`src/rtl/fetch_unit_if.sv`:
```
// rtl/fetch_unit_if.sv - instruction memory request/response bundle for the fetch stage
interface fetch_unit_if #(
    parameter int XLEN = 32
);
    logic            imem_req;
    logic [XLEN-1:0] imem_addr;
    logic [XLEN-1:0] imem_rdata;
    logic            imem_valid;

    modport master (
        output imem_req,
        output imem_addr,
        input  imem_rdata,
        input  imem_valid
    );

    modport slave (
        input  imem_req,
        input  imem_addr,
        output imem_rdata,
        output imem_valid
    );
endinterface

```
`src/rtl/fetch_unit.sv`:
```
// rtl/fetch_unit.sv - instruction fetch stage: program counter, instruction register, next-PC select
module fetch_unit #(
    parameter int              XLEN     = 32,
    parameter logic [XLEN-1:0] RESET_PC = 32'h0000_0000
) (
    input  logic            clk,
    input  logic            reset,
    fetch_unit_if.master    imem,
    input  logic [1:0]      PCSrc,
    input  logic [XLEN-1:0] PCTarget,
    input  logic [XLEN-1:0] ALUResult,
    input  logic            halt,
    output logic [XLEN-1:0] PC,
    output logic [XLEN-1:0] PCPlus4,
    output logic [XLEN-1:0] Instr,
    output logic            instr_valid,
    output logic [6:0]      op,
    output logic [2:0]      func3,
    output logic            func7_5,
    output logic            fetch_fault
);

    localparam logic [XLEN-1:0] NOP_WORD  = XLEN'(32'h0000_0013);
    localparam logic [XLEN-1:0] JALR_MASK = ~XLEN'(1);

    typedef enum logic [1:0] {
        S_FETCH = 2'd0,
        S_EXEC  = 2'd1,
        S_FAULT = 2'd2
    } state_t;

    state_t          state_q, state_d;
    logic [XLEN-1:0] pc_q, pc_d;
    logic [XLEN-1:0] instr_q, instr_d;
    logic            fault_q, fault_d;
    logic [XLEN-1:0] pc_plus4;
    logic [XLEN-1:0] next_pc;

    assign pc_plus4 = pc_q + XLEN'(4);

    // Reserved PCSrc code falls through to sequential flow.
    always_comb begin
        next_pc = pc_plus4;
        case (PCSrc)
            2'b01:   next_pc = PCTarget;
            2'b10:   next_pc = ALUResult & JALR_MASK;
            default: next_pc = pc_plus4;
        endcase
    end

    always_comb begin
        state_d = state_q;
        pc_d    = pc_q;
        instr_d = instr_q;
        fault_d = fault_q;
        case (state_q)
            S_FETCH: begin
                if (imem.imem_valid) begin
                    instr_d = imem.imem_rdata;
                    state_d = S_EXEC;
                end
            end
            S_EXEC: begin
                if (!halt) begin
                    pc_d = next_pc;
                    if (next_pc[1:0] != 2'b00) begin
                        fault_d = 1'b1;
                        state_d = S_FAULT;
                    end else begin
                        state_d = S_FETCH;
                    end
                end
            end
            default: begin
                state_d = S_FAULT;
            end
        endcase
    end

    always_ff @(posedge clk) begin
        if (reset) begin
            state_q <= S_FETCH;
            pc_q    <= RESET_PC;
            instr_q <= NOP_WORD;
            fault_q <= 1'b0;
        end else begin
            state_q <= state_d;
            pc_q    <= pc_d;
            instr_q <= instr_d;
            fault_q <= fault_d;
        end
    end

    // Request is masked while reset is held so a restart never overlaps a stale fetch.
    assign imem.imem_req  = (state_q == S_FETCH) && !reset;
    assign imem.imem_addr = pc_q;

    assign PC          = pc_q;
    assign PCPlus4     = pc_plus4;
    assign Instr       = instr_q;
    assign instr_valid = (state_q == S_EXEC);
    assign op          = instr_q[6:0];
    assign func3       = instr_q[14:12];
    assign func7_5     = instr_q[30];
    assign fetch_fault = fault_q;

endmodule
```
`src/flat_wrapper.sv`:
```
// flat-port wrapper written by rule: the top's interface ports become plain ports
module fetch_unit_flat 
#(
    parameter int              XLEN     = 32,
    parameter logic [XLEN-1:0] RESET_PC = 32'h0000_0000
)
  (clk, reset, PCSrc, PCTarget, ALUResult, halt, PC, PCPlus4, Instr, instr_valid, op, func3, func7_5, fetch_fault, imem_imem_req, imem_imem_addr, imem_imem_rdata, imem_imem_valid);
  fetch_unit_if #(.XLEN(XLEN)) imem_i ();
  input  logic clk;
  input  logic reset;
  input  logic [1:0] PCSrc;
  input  logic [XLEN-1:0] PCTarget;
  input  logic [XLEN-1:0] ALUResult;
  input  logic halt;
  output logic [XLEN-1:0] PC;
  output logic [XLEN-1:0] PCPlus4;
  output logic [XLEN-1:0] Instr;
  output logic instr_valid;
  output logic [6:0] op;
  output logic [2:0] func3;
  output logic func7_5;
  output logic fetch_fault;
  output wire logic [$bits(imem_i.imem_req)-1:0] imem_imem_req;
  output wire logic [$bits(imem_i.imem_addr)-1:0] imem_imem_addr;
  input wire logic [$bits(imem_i.imem_rdata)-1:0] imem_imem_rdata;
  input wire logic [$bits(imem_i.imem_valid)-1:0] imem_imem_valid;
  assign imem_imem_req = imem_i.imem_req;
  assign imem_imem_addr = imem_i.imem_addr;
  assign imem_i.imem_rdata = imem_imem_rdata;
  assign imem_i.imem_valid = imem_imem_valid;
  fetch_unit #(.XLEN(XLEN), .RESET_PC(RESET_PC)) u_core (.clk(clk), .reset(reset), .imem(imem_i), .PCSrc(PCSrc), .PCTarget(PCTarget), .ALUResult(ALUResult), .halt(halt), .PC(PC), .PCPlus4(PCPlus4), .Instr(Instr), .instr_valid(instr_valid), .op(op), .func3(func3), .func7_5(func7_5), .fetch_fault(fetch_fault));
endmodule
```
`config.mk`:
```
export PLATFORM = sky130hd
export DESIGN_NAME = fetch_unit_flat
export DESIGN_NICKNAME = d
export VERILOG_FILES = /design/src/rtl/fetch_unit_if.sv /design/src/rtl/fetch_unit.sv /design/src/flat_wrapper.sv
export SDC_FILE = /design/constraint.sdc
export NUM_CORES = 1
export LEC_CHECK = 0
export ABC_AREA = 1
export ABC_CLOCK_PERIOD_IN_PS = 3600
export CAP_MARGIN = 20
export CORE_ASPECT_RATIO = 1.4
export CORE_MARGIN = 4
export CORE_UTILIZATION = 40
export CTS_CLUSTER_DIAMETER = 30
export DETAILED_ROUTE_END_ITERATION = 16
export PLACE_DENSITY = 0.85
export SETUP_SLACK_MARGIN = 0.2
export SLEW_MARGIN = 20
export SYNTH_ARGS = -nofsm -noshare
export SYNTH_HDL_FRONTEND = slang
export SYNTH_SLANG_ARGS = --single-unit
export TNS_END_PERCENT = 5
```
`constraint.sdc`:
```
create_clock -name clk -period 3.6 [get_ports clk]
set_input_delay 0.72 -clock clk [delete_from_list [all_inputs] [get_ports clk]]
set_output_delay 0.72 -clock clk [all_outputs]
set_load 0.01 [all_outputs]
```
-- Word level (Yosys, flattened, before mapping)
Cells that the tools add are included.
- add/sub/neg operators: 1
- equal/unequal tests: 5
- muxes and demuxes: 5
- bitwise operators: 1
- reductions and logical operators: 8
- operators by type and width (cell ; count):
    $pmux 32 s2 ; 1
    $add 32x3->32 const B ; 1
    $mux 2 ; 3
    $reduce_and 2->1 ; 3
    $eq 2x1->1 const B ; 2
    $ne 2x2->1 const B ; 2
    $pmux 2 s2 ; 1
    $reduce_and 3->1 ; 1
    $eq 2x2->1 const B ; 1
    $logic_not 2->1 ; 1
    $reduce_bool 2->1 ; 1
    $logic_and 1x1->1 ; 1
    $logic_not 1->1 ; 1
    $not 1->1 ; 1
- flip-flop bits (word level): 67
- bits of input ports: 102
- output and inout bits: 142
- logic and storage cells: 24

-- Logic depth before layout (Yosys ltp)
Gate-level depths: netlist (run 1).
- depth after elaboration: 6
- mapped depth: 10

-- Worst setup path after synthesis (run 1)
No wires, ideal clock.
- kind: flip-flop to output port
- from: reg u_core.pc_q[3], in the netlist u_core.PC[3]
- to: out PCPlus4[24]
- arrival time: 1411 ps
- setup slack: 1469 ps
- cell stages (with the launch flop): 8
- buffers on the path: 0
- cell sequence: dfxtp_1 ha_1 nand2_1 nor2_4 nand2_4 nor2_8 nand3_1 and2_1
- longest elaborated chain between the ends: 1
- RTL lines (element ; line ; source):
    start, declared ; fetch_unit.sv:33 ; logic [XLEN-1:0] pc_q, pc_d;
    start signal, assigned ; fetch_unit.sv:88 ; pc_q <= pc_d;
    $add 32x3->32 ; fetch_unit.sv:39 ; assign pc_plus4 = pc_q + XLEN'(4);
    end, declared ; flat_wrapper.sv:16 ; output logic [XLEN-1:0] PCPlus4;
Every way passes these cells.

-- Final worst setup path (run 1)
- from: reg u_core.pc_q[3], in the netlist u_core.PC[3]
- to: out PCPlus4[20]
Same word-level chain as after synthesis.

==> results of run 1 <==
==> cell type report <==
cell class	instances	share of cell area, %
Multi-Input combinational cell	394	32.58
Sequential cell	67	20.58
Inverter	32	1.843
Tap cell	135	2.592
Timing Repair Buffer	250	38.10
Clock inverter	6	0.6336
Clock buffer	10	3.667
==> power by group through the flow <==
stage	Combinational, W	Sequential, W	Clock, W
after global routing	0.000651	0.000871	0.000871
after detailed placement	0.000604	0.000876	0
after CTS	0.000608	0.000861	0.000834
final	0.000604	0.000861	0.000822
after global placement	0.000592	0.000872	0
after floorplan	0.000241	0.000890	0
==> layout by cell type (no fill, tap or decap), types with 16 or more instances in the layout <==
cell type,count
o21ai_0,61
dfxtp_1,67
a221oi_1,21
nand3_1,16
nand2_1,103
clkdlybuf4s50_1,242
inv_1,30
a21oi_1,28
nor2_1,86
==> per-layer routing <==
metal | vias up | GRT usage (%) | part of all wire (%)
met5 | - | 0 | 0.23
met4 | 2 | 11.91 | 3.5
met3 | 39 | 8.897 | 9.9
met2 | 220 | 46.58 | 53
met1 | 2101 | 23.15 | 33
li1 | 2198 | - | -
==> stage by stage <==
stage	instance area [um^2]	worst slack, ns	power, W
after floorplan	4036	1.469	0.001131
after global placement	6236	0.8873	0.001464
after detailed placement	6236	0.8590	0.001480
after CTS	6516	0.4933	0.002303
final	6516	0.5242	0.002287
after global routing	6516	0.2958	0.002393
==> worst reg2reg max path: stages, from the launching register on <==
cell,delay (ns)
dfxtp_1,0.37
inv_1,0.07
nor2_2,0.18
nand2_2,0.07
inv_1,0.36
buf_4,0.35
nand4_1,0.13
o211ai_1,0.10
inv_1,0.06
==> cells by family after synthesis <==
family                   synth area share [%]
XOR/XNOR                                4.557
buffers and inverters                   14.29
adder cells (fa/ha/maj)                0.9300
flip-flops                              33.23
AND/OR/NAND/NOR                         28.24
AO/OA/AOI/OAI                           18.75
==> worst paths after layout <==
kind	from	endpoint	slack, ns	depth (start not counted)
max reg2reg	u_core.state_q[0]	u_core.PC[1]	1.79	8
max	u_core.PC[3]	PCPlus4[20]	0.52	9
min reg2reg	u_core.Instr[25]	u_core.Instr[25]	0.48	2
min	u_core.Instr[25]	u_core.Instr[25]	0.48	2
==> sequential cells by signal (all words and copies together), names as in the netlist <==
signal,flops
u_core.Instr,32
u_core.PC,32
u_core.fetch_fault,1
u_core.state_q,2
==> impl_metrics.ini, run 1 <==
[status]
status = finished clean

[grt]
grt_max_degree = 52
overflow = 0
antenna_found_initial = 1
track_usage_pct = 24.73
grt_pass1_wl_um = 23180
grt_pass1_vias = 4769

[timing]
fin_tns_setup_ns = 0
clock-skew-final_ns = 0.006456
fin_crit_ns = 3.076
finalHoldViolations = 0
slew_headroom_pct = 32.80
worstMarginPinSlew_ns = 1.007
rsz0062_at_grt = no
max_freq_mhz = 325.1
finalMaxSlewViolations = 0
fin_crit_sh_pct = 85.44
setup-violations-final = 0
hold_ws_ns = 0.4836

[setup_path]
end_kind = primary output
path_class = reg2out
crit_family = simple AND/OR/NAND/NOR gates
start_kind = register
cp.arrival_ns = 2.36
worst_path_max_delay_cell = clkdlybuf4s50_1
crit_fanout = 5
cp_cell_sequence = ha_1, nand2_1, nor2_4, nand2_4, nor2_8, nand2_1, nand2_1, and2_1, clkdlybuf4s50_1
crit_top_cell = nand2_1
slowest_delay_ns = 0.53
critPathBufInv = 1
cp.required_ns = 2.88

[logic_synthesis]
yosysSeqAreaShare_pct = 33.23
synthCells = 567
synth_edf_count = 0
async_reset_ff_share_pct = 0
synth_area_leaders = dfxtp_1 33%, nand2_1 9.6%, buf_4 8.4%
synth_nets = 672
synth_cell_type_count = 30
synth.most_common_cell = nand2_1
netlist_area_um2 = 4036
yosysWarnings = 0
ys_top_cells_by_count = 103 x nand2_1, 88 x nor2_1, 67 x dfxtp_1
ys.flop_type = dfxtp_1
synth-seq-cells = 67
yosysTopAreaCell = dfxtp_1
avgSynthCellArea_um2 = 7.119
synth_top_area_share_pct = 33.23

[route]
dr.pass1.iters = 4
via_per_inst = 5.101
wl_um = 14740
routedWlPerCell_um = 16.48
via_count = 4560
ant_nets = 0
drt_iter0_markers = 157
drc = 0

[die]
core_um2 = 9899
num_rows = 43
dieHeight_um = 126.9
ios = 244
fp.dieW_um = 92.90
dieArea_um2 = 11780
floorplan.initialDensity_pct = 40.77

[cts]
insertion_delay_ns = 0.33
clk_path_buf_depth = 2
tritoncts = built
h-tree-depth = 3
clock_sinks = 67
postCtsSetupRepairBufs = 0
ctsHoldBuffers = 0
path_clk_slew_ns = 0.06
cts_root_buffer = clkbuf_16
post_cts_resized = 0
numCtsBuffers = 9

[pwr]
seqPwrFrac_pct = 37.6
p_int_w = 0.001624
clockPowerShare_pct = 35.9
p_leak_nw = 2.519
powerDensity_nw_per_um2 = 351.0
vdd_drop_max_v = 0.0003317
power_switching_w = 0.0006628
p_sw_share_pct = 28.98
pwr-share-comb_pct = 26.4

[final_layout]
finalNetCount = 859
antennaDiodeCount = 0
area_growth_pct = 61.44
nFillCells = 861
regArea_um2 = 1341
multi_input_comb_area_um2 = 2123
drive_gt1_share_pct = 8.300
final_cells = 894
fin_util_pct = 65.82

[job]
drv_cap = 0

[placed_design]
numPortBuffers = 242
globalplace.congestion = 0.8406
dpl.hpwl_um = 11400
dp.cells = 878

[min_path]
min_path_type = reg2reg
Power figures use the tool's default switching activity.
==> run 2, diff against run 1 <==
CAP_MARGIN = 40   (was 20)
==> run 2 against run 1 <==
Compared with the run above:
- sequential cell count unchanged
- sequential power about the same
- non-clock buffer count up 1
- via count up 0.68%
- critical path type unchanged
- critical endpoint unchanged
- largest power group is now the clock network
==> impl_metrics.ini, run 2 (same netlist as run 1, synthesis figures left out) <==
[cts]
cts_root_buffer = clkbuf_16
insertion_delay_ns = 0.34
numCtsBuffers = 9
path_clk_slew_ns = 0.06
tritoncts = built
clock_sinks = 67
clk_path_buf_depth = 2
h-tree-depth = 3
post_cts_resized = 0
postCtsSetupRepairBufs = 0
ctsHoldBuffers = 0

[route]
routedWlPerCell_um = 16.58
ant_nets = 0
via_count = 4591
wl_um = 14840
drt_iter0_markers = 179
via_per_inst = 5.130
drc = 0
dr.pass1.iters = 4

[final_layout]
final_cells = 895
antennaDiodeCount = 0
regArea_um2 = 1341
multi_input_comb_area_um2 = 2123
area_growth_pct = 63.27
drive_gt1_share_pct = 8.421
final_common_cell = clkdlybuf4s50_1
finalNetCount = 860
final_cell_mix = 242 x clkdlybuf4s50_1, 103 x nand2_1, 86 x nor2_1, 67 x dfxtp_1, 61 x o21ai_0
nFillCells = 869

[die]
floorplan.initialDensity_pct = 40.77
dieArea_um2 = 11780
ios = 244
core_um2 = 9899
num_rows = 43
fp.dieW_um = 92.90
dieHeight_um = 126.9

[setup_path]
cp_cell_sequence = ha_1, nand2_1, nor2_4, nand2_4, nor2_8, nand2_1, nand2_1, and2_1, clkdlybuf4s50_1
cp.required_ns = 2.88
slowest_delay_ns = 0.53
worst_path_max_delay_cell = clkdlybuf4s50_1
crit_fanout = 5
path_class = reg2out
cp.arrival_ns = 2.36
crit_top_cell = nand2_1
end_kind = primary output
start_kind = register

[grt]
grt_pass1_wl_um = 23230
track_usage_pct = 24.73
antenna_found_initial = 0
overflow = 0
grt_max_degree = 52
grt_pass1_vias = 4775

[timing]
slew_headroom_pct = 52.74
fin_crit_ns = 3.080
hold_ws_ns = 0.4879
finalMaxSlewViolations = 0
max_freq_mhz = 324.7
rsz0062_at_grt = no
setup-violations-final = 0
worstMarginPinSlew_ns = 0.7079
fin_crit_sh_pct = 85.54
fin_tns_setup_ns = 0
clock-skew-final_ns = 0.007958
finalHoldViolations = 0

[placed_design]
dpl.hpwl_um = 11450
numPortBuffers = 242
dp.cells = 879
globalplace.congestion = 0.8406

[job]
drv_cap = 0

[min_path]
min_path_type = reg2reg

[status]
status = finished clean

[pwr]
vdd_drop_max_v = 0.0003144
powerDensity_nw_per_um2 = 370.7
p_leak_nw = 2.554
-- run 2: final cells by class --
class / count / share of cell area [%]
clock buffers: 9 / 3.418
clock inverters: 7 / 1.538
inverters: 32 / 1.823
multi-input cells: 394 / 32.22
flip-flops and latches: 67 / 20.35
well taps: 135 / 2.563
repair buffers: 251 / 38.09
-- run 2: stage by stage --
step	setup slack, ns	area, um^2	utilization [%]	power [W]
after floorplan	1.469	4036	-	0.001131
after global placement	0.8873	6236	62.99	0.001464
after detailed placement	0.8585	6264	63.27	0.001486
after CTS	0.4876	6590	66.57	0.002452
after global routing	0.3237	6590	66.57	0.002535
final	0.5204	6590	66.57	0.002443
-- run 2: worst paths after layout --
kind / from / endpoint / slack, ns / cells after the start
setup / recovery: u_core.PC[3] / PCPlus4[20] / 0.52 / 9
hold reg to reg: u_core.fetch_fault / u_core.fetch_fault / 0.49 / 2
setup reg to reg: u_core.state_q[0] / u_core.PC[1] / 1.83 / 8
hold / removal: u_core.fetch_fault / u_core.fetch_fault / 0.49 / 2
-- run 2: report_power, final --
part,internal (W),total [W],switching [W]
combinational,0.000347,0.000611,0.000264
sequential,0.000799,0.000862,0.0000631
clock,0.000611,0.000971,0.000360
total,0.00176,0.00244,0.000687
-- run 2: routing by layer --
layer / global-route usage (%) / share of wire (%)
met1: 23.02 / 34
met2: 48.03 / 54
met3: 8.541 / 9.1
met4: 9.750 / 2.6
met5: 0 / 0
-- run 2: critical path: cells and delay by family (launching register included) --
kind / cells / cell delay, ns
buf+inv: 1 / 0.53
fa+ha+maj: 1 / 0.22
simple gates: 7 / 0.85
flops: 1 / 0.41
==> run 3, diff against run 2 <==
CAP_MARGIN = 20   (was 40)
DONT_BUFFER_PORTS = 1   (was unset)
PLACE_DENSITY = unset   (was 0.85)
==> run 3 against run 2 <==
Compared with the run above:
- routed wire length is 18% lower
- clock skew is 0.0026 ns lower
- global-route usage is 4.5 points lower
- die area stayed put
- combinational power is 63% lower
- via count is 24% lower
- critical path depth is 2 lower
- clock power is 6.0% lower
- sequential cell count stayed put
- critical path type unchanged
- critical endpoint is now PCPlus4[28]
==> impl_metrics.ini, run 3 (same netlist as run 1, synthesis figures left out) <==
[status]
status = finished clean

[grt]
grt_max_degree = 66
antenna_found_initial = 0
track_usage_pct = 20.26
grt_pass1_wl_um = 18160
overflow = 0
grt_pass1_vias = 3409

[cts]
numCtsBuffers = 9
ctsHoldBuffers = 0
insertion_delay_ns = 0.33
clock_sinks = 67
cts_root_buffer = clkbuf_16
postCtsSetupRepairBufs = 0
post_cts_resized = 0
tritoncts = built
path_clk_slew_ns = 0.06
clk_path_buf_depth = 2
h-tree-depth = 3

[timing]
finalHoldViolations = 0
fin_crit_ns = 2.754
fin_crit_sh_pct = 76.49
slew_headroom_pct = 35.87
worstMarginPinSlew_ns = 0.9608
fin_tns_setup_ns = 0
setup_ws_ns = 0.8464
finalMaxSlewViolations = 0
setup-violations-final = 0
clock-skew-final_ns = 0.005373
max_freq_mhz = 363.2
rsz0062_at_grt = no

[final_layout]
final_cell_mix = 103 x nand2_1, 86 x nor2_1, 67 x dfxtp_1, 61 x o21ai_0, 30 x inv_1
antennaDiodeCount = 0
finalNetCount = 615
drive_gt1_share_pct = 11.84
final_cells = 650
final_common_cell = nand2_1
fin_util_pct = 41.65
post-route-cell-area_um2 = 4123
area_growth_pct = 2.139

[route]
dr.pass1.iters = 5
drc = 0
top_layer_used = met4
routedWlPerCell_um = 18.75
wl_um = 12190
route.met2.wl_um = 6629
drt_iter0_markers = 114
wl_met3_um = 1226
wl_met1_um = 4156
via_count = 3511
via_per_inst = 5.402
ant_nets = 0

[die]
dieArea_um2 = 11780
floorplan.initialDensity_pct = 40.77
num_rows = 43
core_um2 = 9899
dieHeight_um = 126.9
fp.dieW_um = 92.90
ios = 244

[job]
drv_cap = 0

[setup_path]
path_class = reg2out
start_kind = register
r2r_start = u_core.PC[3]
end_kind = primary output
cp.required_ns = 2.88
crit_start = u_core.PC[3]
cp.arrival_ns = 2.03
crit_fanout = 5

[placed_design]
dp.cells = 634
numPortBuffers = 0
place_ws_ns = 1.153
dpl_cell_area_um2 = 3811
dpl.hpwl_um = 9078
globalplace.congestion = 0.8406

[pwr]
vdd_drop_max_v = 0.0003299
p_leak_nw = 1.637
powerDensity_nw_per_um2 = 498.1

[min_path]
min_path_type = in2reg
min_from = reset
[run 3: cell count changes in the layout (fill, tap and decap cells not counted), sizes merged]
cell,before,now
clkdlybuf4s50,242,0
buf,9,6
bufinv,2,1
clkbuf,9,10
clkinvlp,2,1
inv,33,34
[run 3: stage by stage]
stage | power [W] | hold slack [ns]
6_report | 0.002053 | 0.4519
5_1_grt | 0.002154 | 0.4413
4_1_cts | 0.002084 | 0.4350
3_5_place_dp | 0.001162 | 0.5297
3_3_place_gp | 0.001154 | 0.5254
2_1_floorplan | 0.001131 | 0.5031
[run 3: area by class of cell]
| type | count | area, um^2 |
|---|---|---|
| fill | 1065 | 5777 |
| tap | 135 | 168.9 |
| clock inverter | 6 | 72.57 |
| sequential | 67 | 1341 |
| clock buffer | 10 | 239.0 |
| multi-input combinational | 394 | 2123 |
| timing repair buffer | 6 | 57.56 |
| inverter | 32 | 120.1 |
[run 3: final timing paths]
path	to	slack [ns]	cells past startpoint
max	PCPlus4[28]	0.85	7
max reg2reg	u_core.PC[12]	1.68	8
min reg2reg	u_core.Instr[10]	0.54	2
min	u_core.fetch_fault	0.45	1
[run 3: metal layers]
layer / up-vias / GRT usage (%)
met5: - / 0
met4: 0 / 6.989
met3: 14 / 7.177
met2: 188 / 38.52
met1: 1600 / 19.89
li1: 1709 / -
[run 3: worst max-delay path: stages (launching register included)]
cell and delay [ns]:
dfxtp_1 0.51, ha_1 0.26, nand2_1 0.10, nor2_4 0.21, nand2_4 0.12, nor2_4 0.17
nand3_1 0.11, and2_1 0.22
[run 3: power breakdown]
| part | leakage, nW | internal [W] | total [W] | switching (W) |
|---|---|---|---|---|
| clock network | 0.150 | 0.000562 | 0.000913 | 0.000350 |
| registers | 0.551 | 0.000799 | 0.000917 | 0.000118 |
| logic | 0.936 | 0.0000720 | 0.000224 | 0.000152 |
